[src/rtl/gcd_pkg.sv]
// Shared types and defaults for the GCD host sequencer.
package gcd_pkg;

  localparam int GCD_WIDTH   = 16;
  localparam int GCD_TIMEOUT = 1023;

  typedef enum logic [2:0] {
    ST_IDLE   = 3'd0,
    ST_LOAD_A = 3'd1,
    ST_LOAD_B = 3'd2,
    ST_WAIT   = 3'd3,
    ST_RESP   = 3'd4
  } gcd_seq_state_t;

endpackage

[src/rtl/gcd_host_sequencer_if.sv]
// Request, engine and response signals between the sequencer (master) and its environment (slave).
interface gcd_host_sequencer_if
  import gcd_pkg::*;
#(
  parameter int WIDTH = GCD_WIDTH
);
  logic             req_valid;
  logic             req_ready;
  logic [WIDTH-1:0] req_a;
  logic [WIDTH-1:0] req_b;
  logic             gcd_start;
  logic [WIDTH-1:0] gcd_data_in;
  logic             gcd_done;
  logic [WIDTH-1:0] gcd_result;
  logic             rsp_valid;
  logic             rsp_ready;
  logic [WIDTH-1:0] rsp_gcd;
  logic             rsp_timeout;

  modport master (
    input  req_valid, req_a, req_b, gcd_done, gcd_result, rsp_ready,
    output req_ready, gcd_start, gcd_data_in, rsp_valid, rsp_gcd, rsp_timeout
  );

  modport slave (
    output req_valid, req_a, req_b, gcd_done, gcd_result, rsp_ready,
    input  req_ready, gcd_start, gcd_data_in, rsp_valid, rsp_gcd, rsp_timeout
  );
endinterface

[src/rtl/gcd_timeout_counter.sv]
// Wait-cycle counter: clears on request, counts while enabled, flags the last allowed cycle.
module gcd_timeout_counter
  import gcd_pkg::*;
#(
  parameter int LIMIT = GCD_TIMEOUT,
  parameter int CNT_W = $clog2(LIMIT + 1)
) (
  input  logic clk,
  input  logic rst,
  input  logic clear,
  input  logic enable,
  output logic expire
);
  localparam logic [CNT_W-1:0] LAST = CNT_W'(LIMIT - 1);

  logic [CNT_W-1:0] cnt_q;
  logic [CNT_W-1:0] cnt_d;

  assign expire = (cnt_q == LAST);

  // Holding at LAST keeps the count from wrapping even if enable lingers.
  always_comb begin
    cnt_d = cnt_q;
    if (clear) begin
      cnt_d = '0;
    end else if (enable && !expire) begin
      cnt_d = cnt_q + 1'b1;
    end
  end

  always_ff @(posedge clk) begin
    if (rst) begin
      cnt_q <= '0;
    end else begin
      cnt_q <= cnt_d;
    end
  end
endmodule

[src/rtl/gcd_host_sequencer.sv]
// Serialises operand pairs onto the GCD engine bus, waits for done with a timeout guard,
// and returns the result (or a zero bypass/abort result) on the response port.
module gcd_host_sequencer
  import gcd_pkg::*;
#(
  parameter int WIDTH   = GCD_WIDTH,
  parameter int TIMEOUT = GCD_TIMEOUT
) (
  input  logic                 clk,
  input  logic                 rst,
  gcd_host_sequencer_if.master bus,
  output logic                 busy
);
  localparam int CNT_W = $clog2(TIMEOUT + 1);

  gcd_seq_state_t   state_q, state_d;
  logic [WIDTH-1:0] a_q, a_d;
  logic [WIDTH-1:0] b_q, b_d;
  logic [WIDTH-1:0] rsp_gcd_q, rsp_gcd_d;
  logic             rsp_timeout_q, rsp_timeout_d;

  logic             req_ready_c;
  logic             start_c;
  logic [WIDTH-1:0] data_c;
  logic             rsp_valid_c;
  logic             busy_c;
  logic             cnt_clear;
  logic             cnt_en;
  logic             cnt_expire;

  gcd_timeout_counter #(
    .LIMIT (TIMEOUT),
    .CNT_W (CNT_W)
  ) u_timeout (
    .clk    (clk),
    .rst    (rst),
    .clear  (cnt_clear),
    .enable (cnt_en),
    .expire (cnt_expire)
  );

  always_comb begin
    state_d       = state_q;
    a_d           = a_q;
    b_d           = b_q;
    rsp_gcd_d     = rsp_gcd_q;
    rsp_timeout_d = rsp_timeout_q;
    req_ready_c   = 1'b0;
    start_c       = 1'b0;
    data_c        = '0;
    rsp_valid_c   = 1'b0;
    busy_c        = 1'b1;
    cnt_clear     = 1'b0;
    cnt_en        = 1'b0;
    case (state_q)
      ST_IDLE: begin
        busy_c      = 1'b0;
        req_ready_c = 1'b1;
        if (bus.req_valid) begin
          a_d = bus.req_a;
          b_d = bus.req_b;
          // A zero operand makes the answer the other operand; skip the engine.
          if (bus.req_a == '0) begin
            rsp_gcd_d     = bus.req_b;
            rsp_timeout_d = 1'b0;
            state_d       = ST_RESP;
          end else if (bus.req_b == '0) begin
            rsp_gcd_d     = bus.req_a;
            rsp_timeout_d = 1'b0;
            state_d       = ST_RESP;
          end else begin
            state_d = ST_LOAD_A;
          end
        end
      end
      ST_LOAD_A: begin
        start_c = 1'b1;
        data_c  = a_q;
        state_d = ST_LOAD_B;
      end
      ST_LOAD_B: begin
        data_c    = b_q;
        cnt_clear = 1'b1;
        state_d   = ST_WAIT;
      end
      ST_WAIT: begin
        if (bus.gcd_done) begin
          rsp_gcd_d     = bus.gcd_result;
          rsp_timeout_d = 1'b0;
          state_d       = ST_RESP;
        end else if (cnt_expire) begin
          rsp_gcd_d     = '0;
          rsp_timeout_d = 1'b1;
          state_d       = ST_RESP;
        end else begin
          cnt_en = 1'b1;
        end
      end
      ST_RESP: begin
        rsp_valid_c = 1'b1;
        if (bus.rsp_ready) begin
          state_d = ST_IDLE;
        end
      end
      default: begin
        busy_c  = 1'b0;
        state_d = ST_IDLE;
      end
    endcase
  end

  always_ff @(posedge clk) begin
    if (rst) begin
      state_q       <= ST_IDLE;
      a_q           <= '0;
      b_q           <= '0;
      rsp_gcd_q     <= '0;
      rsp_timeout_q <= 1'b0;
    end else begin
      state_q       <= state_d;
      a_q           <= a_d;
      b_q           <= b_d;
      rsp_gcd_q     <= rsp_gcd_d;
      rsp_timeout_q <= rsp_timeout_d;
    end
  end

  // Reset is synchronous, so the state may still be live during the rst cycle; mask it.
  assign bus.req_ready   = req_ready_c & ~rst;
  assign bus.gcd_start   = start_c & ~rst;
  assign bus.gcd_data_in = rst ? '0 : data_c;
  assign bus.rsp_valid   = rsp_valid_c & ~rst;
  assign bus.rsp_gcd     = rsp_gcd_q;
  assign bus.rsp_timeout = rsp_timeout_q;
  assign busy            = busy_c & ~rst;
endmodule

[src/flat_wrapper.sv]
// flat-port wrapper written by rule: the top's interface ports become plain ports
module gcd_host_sequencer_flat import gcd_pkg::*;
#(
  parameter int WIDTH   = GCD_WIDTH,
  parameter int TIMEOUT = GCD_TIMEOUT
)
  (clk, rst, busy, bus_req_valid, bus_req_a, bus_req_b, bus_gcd_done, bus_gcd_result, bus_rsp_ready, bus_req_ready, bus_gcd_start, bus_gcd_data_in, bus_rsp_valid, bus_rsp_gcd, bus_rsp_timeout);
  gcd_host_sequencer_if #(.WIDTH(WIDTH)) bus_i ();
  input  logic clk;
  input  logic rst;
  output logic busy;
  input wire logic [$bits(bus_i.req_valid)-1:0] bus_req_valid;
  input wire logic [$bits(bus_i.req_a)-1:0] bus_req_a;
  input wire logic [$bits(bus_i.req_b)-1:0] bus_req_b;
  input wire logic [$bits(bus_i.gcd_done)-1:0] bus_gcd_done;
  input wire logic [$bits(bus_i.gcd_result)-1:0] bus_gcd_result;
  input wire logic [$bits(bus_i.rsp_ready)-1:0] bus_rsp_ready;
  output wire logic [$bits(bus_i.req_ready)-1:0] bus_req_ready;
  output wire logic [$bits(bus_i.gcd_start)-1:0] bus_gcd_start;
  output wire logic [$bits(bus_i.gcd_data_in)-1:0] bus_gcd_data_in;
  output wire logic [$bits(bus_i.rsp_valid)-1:0] bus_rsp_valid;
  output wire logic [$bits(bus_i.rsp_gcd)-1:0] bus_rsp_gcd;
  output wire logic [$bits(bus_i.rsp_timeout)-1:0] bus_rsp_timeout;
  assign bus_i.req_valid = bus_req_valid;
  assign bus_i.req_a = bus_req_a;
  assign bus_i.req_b = bus_req_b;
  assign bus_i.gcd_done = bus_gcd_done;
  assign bus_i.gcd_result = bus_gcd_result;
  assign bus_i.rsp_ready = bus_rsp_ready;
  assign bus_req_ready = bus_i.req_ready;
  assign bus_gcd_start = bus_i.gcd_start;
  assign bus_gcd_data_in = bus_i.gcd_data_in;
  assign bus_rsp_valid = bus_i.rsp_valid;
  assign bus_rsp_gcd = bus_i.rsp_gcd;
  assign bus_rsp_timeout = bus_i.rsp_timeout;
  gcd_host_sequencer #(.WIDTH(WIDTH), .TIMEOUT(TIMEOUT)) u_core (.clk(clk), .rst(rst), .bus(bus_i), .busy(busy));
endmodule
[config.mk]
export PLATFORM = sky130hd
export DESIGN_NAME = gcd_host_sequencer_flat
export DESIGN_NICKNAME = d
export VERILOG_FILES = /design/src/rtl/gcd_pkg.sv /design/src/rtl/gcd_host_sequencer_if.sv /design/src/rtl/gcd_timeout_counter.sv /design/src/rtl/gcd_host_sequencer.sv /design/src/flat_wrapper.sv
export SDC_FILE = /design/constraint.sdc
export NUM_CORES = 1
export LEC_CHECK = 0
export BUFFER_PORTS_ARGS = -buffer_cell sky130_fd_sc_hd__buf_2
export CORE_MARGIN = 1
export CORE_UTILIZATION = 33
export CTS_CLUSTER_DIAMETER = 30
export DETAILED_ROUTE_END_ITERATION = 6
export GPL_ROUTABILITY_DRIVEN = 0
export SYNTH_ARGS = -nofsm -noshare
export SYNTH_HDL_FRONTEND = slang
export SYNTH_SLANG_ARGS = --single-unit
[constraint.sdc]
create_clock -name clk -period 2.4 [get_ports clk]
set_input_delay 0.12 -clock clk [delete_from_list [all_inputs] [get_ports clk]]
set_output_delay 0.12 -clock clk [all_outputs]
set_load 0.02 [all_outputs]
==> flow_summary.ini <==
[status]
outcome = finished clean

[timing]
setup_tns_ps = 0
max_clock_freq_mhz = 465
max_slew_margin_pct = 52.9
finalClockSkew_ps = 4.85
min_period_ps = 2150
finalCritPeriodShare_pct = 89.6
setup_viol = 0
hold_ws_ps = 38.1
worst_slew_pin_slew_ps = 707
drv_slew = 0
rsz0062_at_grt = no
hold_viol_final = 0

[logic_synthesis]
synth-edff-count = 0
syn_area_per_cell_um2 = 8.11
yosys-top-cells-area = dfxtp_1 42%, nand2_1 11%, a21oi_1 5.7%
yosys_register_bits = 62
ys_warn_count = 0
yosys.area.top_type = dfxtp_1
syn_area_um2 = 2980
synth_top_flop_cell = dfxtp_1
syn_nets = 422
synthArstFlopShare_pct = 0
synth.distinct_cells = 40
netlist.area_leader.share_pct = 41.7
synthTopCellsByCount = 87 x nand2_1, 62 x dfxtp_1, 34 x a21oi_1
yosysSeqAreaShare_pct = 41.7
synth.most_common_cell = nand2_1
synth_cells = 367

[detailed_routing]
routed_wl_um = 9280
dr.pass1.iters = 4
drt_iter0_markers = 221
vias = 3063
ant_nets = 0
drt-vias-per-instance = 5.45
wl_per_cell_um = 16.5
drc = 0

[worst_setup_path]
cp_max_fo = 17
crit_path_start_kind = flip-flop
critical_path_class = flip-flop to flip-flop
cp-end-kind = flip-flop
cp.required_ps = 2580
critPathArrivalTime_ps = 2330

[cells_and_area]
antennaDiodeCount = 0
final_area_um2 = 3690
area_growth_pct = 23.9
num-nets-final = 505
drive_gt1_share_pct = 27.3

[hold_path]
min_path_type = primary input to flip-flop

[clocking]
clockBufferDepth = 2
clk_latency_ps = 340
cts_buffers = 9
cts_max_level = 3
clk_pin_slew_ps = 70
cts.sinks = 62
clock-root-buffer = clkbuf_8
cts_tree = done

[global_routing]
grt_pass1_vias = 2952
grt_pass1_wl_um = 15000
overflow = 0
antenna_found_initial = 0
grt_max_degree = 34
grt_usage_pct = 20.4

[place]
dp_hpwl_um = 6890
io_buffers = 89
placed_area_um2 = 3510

[die]
start_util_pct = 34.1
dieWidth_um = 97.0
rows = 34
die_area_um2 = 9400
die_height_um = 97.0
io_pins = 90
core_um2 = 8720

[run]
maxCapViolCount = 0

[power]
ir_worst_vdd_v = 0.000294
leakage_nw = 1.56
pwr_density_cell_nw_per_um2 = 631
-- power by group --
group	leakage (nW)	total, mW	internal, mW	switching (mW)
Combinational	0.965	0.377	0.136	0.241
Sequential	0.505	1.12	1.08	0.0379
Clock	0.0910	0.829	0.420	0.409
Total	1.56	2.33	1.64	0.688
-- final cells by class --
| type | count | area [um^2] |
|---|---|---|
| Inverter | 3 | 11.3 |
| Multi-Input combinational cell | 273 | 1590 |
| Fill cell | 908 | 5030 |
| Tap cell | 108 | 135 |
| Sequential cell | 62 | 1240 |
| Clock buffer | 11 | 151 |
| Clock inverter | 4 | 22.5 |
| Timing Repair Buffer | 101 | 536 |
-- registers in the layout (all words and copies together), names as in the netlist --
signal,cells
u_core.bus.rsp_timeout,1
u_core.u_timeout.cnt_q,10
u_core.bus.rsp_gcd,16
u_core.state_q,3
u_core.a_q,16
u_core.b_q,16
-- critical path, stage by stage (launching register included) --
cell and delay, ps:
dfxtp_1 350, inv_1 70, ha_1 130, and3_1 170, nand4_1 280, nand2_2 190
and3_1 630, a211oi_1 170
-- path summary, 6_finish.rpt --
kind,from,cells after the start,slack (ps),to
hold / removal,bus_req_b[4],3,40,u_core.b_q[4]
hold reg to reg,u_core.a_q[10],2,450,u_core.a_q[10]
setup reg to reg,u_core.u_timeout.cnt_q[0],7,250,u_core.bus.rsp_gcd[8]
setup / recovery,u_core.u_timeout.cnt_q[0],7,250,u_core.bus.rsp_gcd[8]
-- cell families after synthesis --
kind of cell	count (synthesis)	synth area share, %
AOI/OAI and AO/OA	105	24.5
DFF	62	41.7
buffers and inverters	32	5.17
xor gates and xnor gates	9	2.65
and+or+nand+nor	157	25.1
adders and majority gates	2	0.841
-- layout by cell type, fill, tap and decap left out, drive strengths merged, types with 3 or more instances in the layout --
cell,n
a211oi,17
a21oi,34
a221oi,16
a22o,16
a31oi,17
and3,4
buf,101
clkbuf,11
clkinv,3
dfxtp,62
inv,3
nand2,88
nand4,9
nor2,31
nor3,3
nor4,9
nor4b,3
xor2,7
-- timing repair --
item                       CTS  global route
hold buffers                 0             0
buffers inserted             0             0
gates resized for setup      0             1
setup endpoints to repair    0             1
-- per-layer routing --
| metal | vias to the layer above | wire [um] | track usage, % |
|---|---|---|---|
| li1 | 1500 | - | - |
| met1 | 1427 | 4130 | 27.2 |
| met2 | 121 | 4320 | 31.3 |
| met3 | 15 | 646 | 4.91 |
| met4 | 0 | 182 | 9.07 |
| met5 | - | 0 | 0 |
-- stage by stage --
| stage | utilization (%) | setup slack [ps] | power, mW | instances |
|---|---|---|---|---|
| floorplan | - | 518 | 1.37 | 367 |
| global placement | 40.2 | -29.8 | 1.52 | 547 |
| CTS | 42.2 | 284 | 2.35 | 562 |
| detailed placement | 40.2 | 37.9 | 1.52 | 547 |
| finish | 42.3 | 250 | 2.33 | 562 |
| global route | 42.3 | 76.2 | 2.43 | 562 |
No activity file was read; power rests on OpenSTA's default activity.
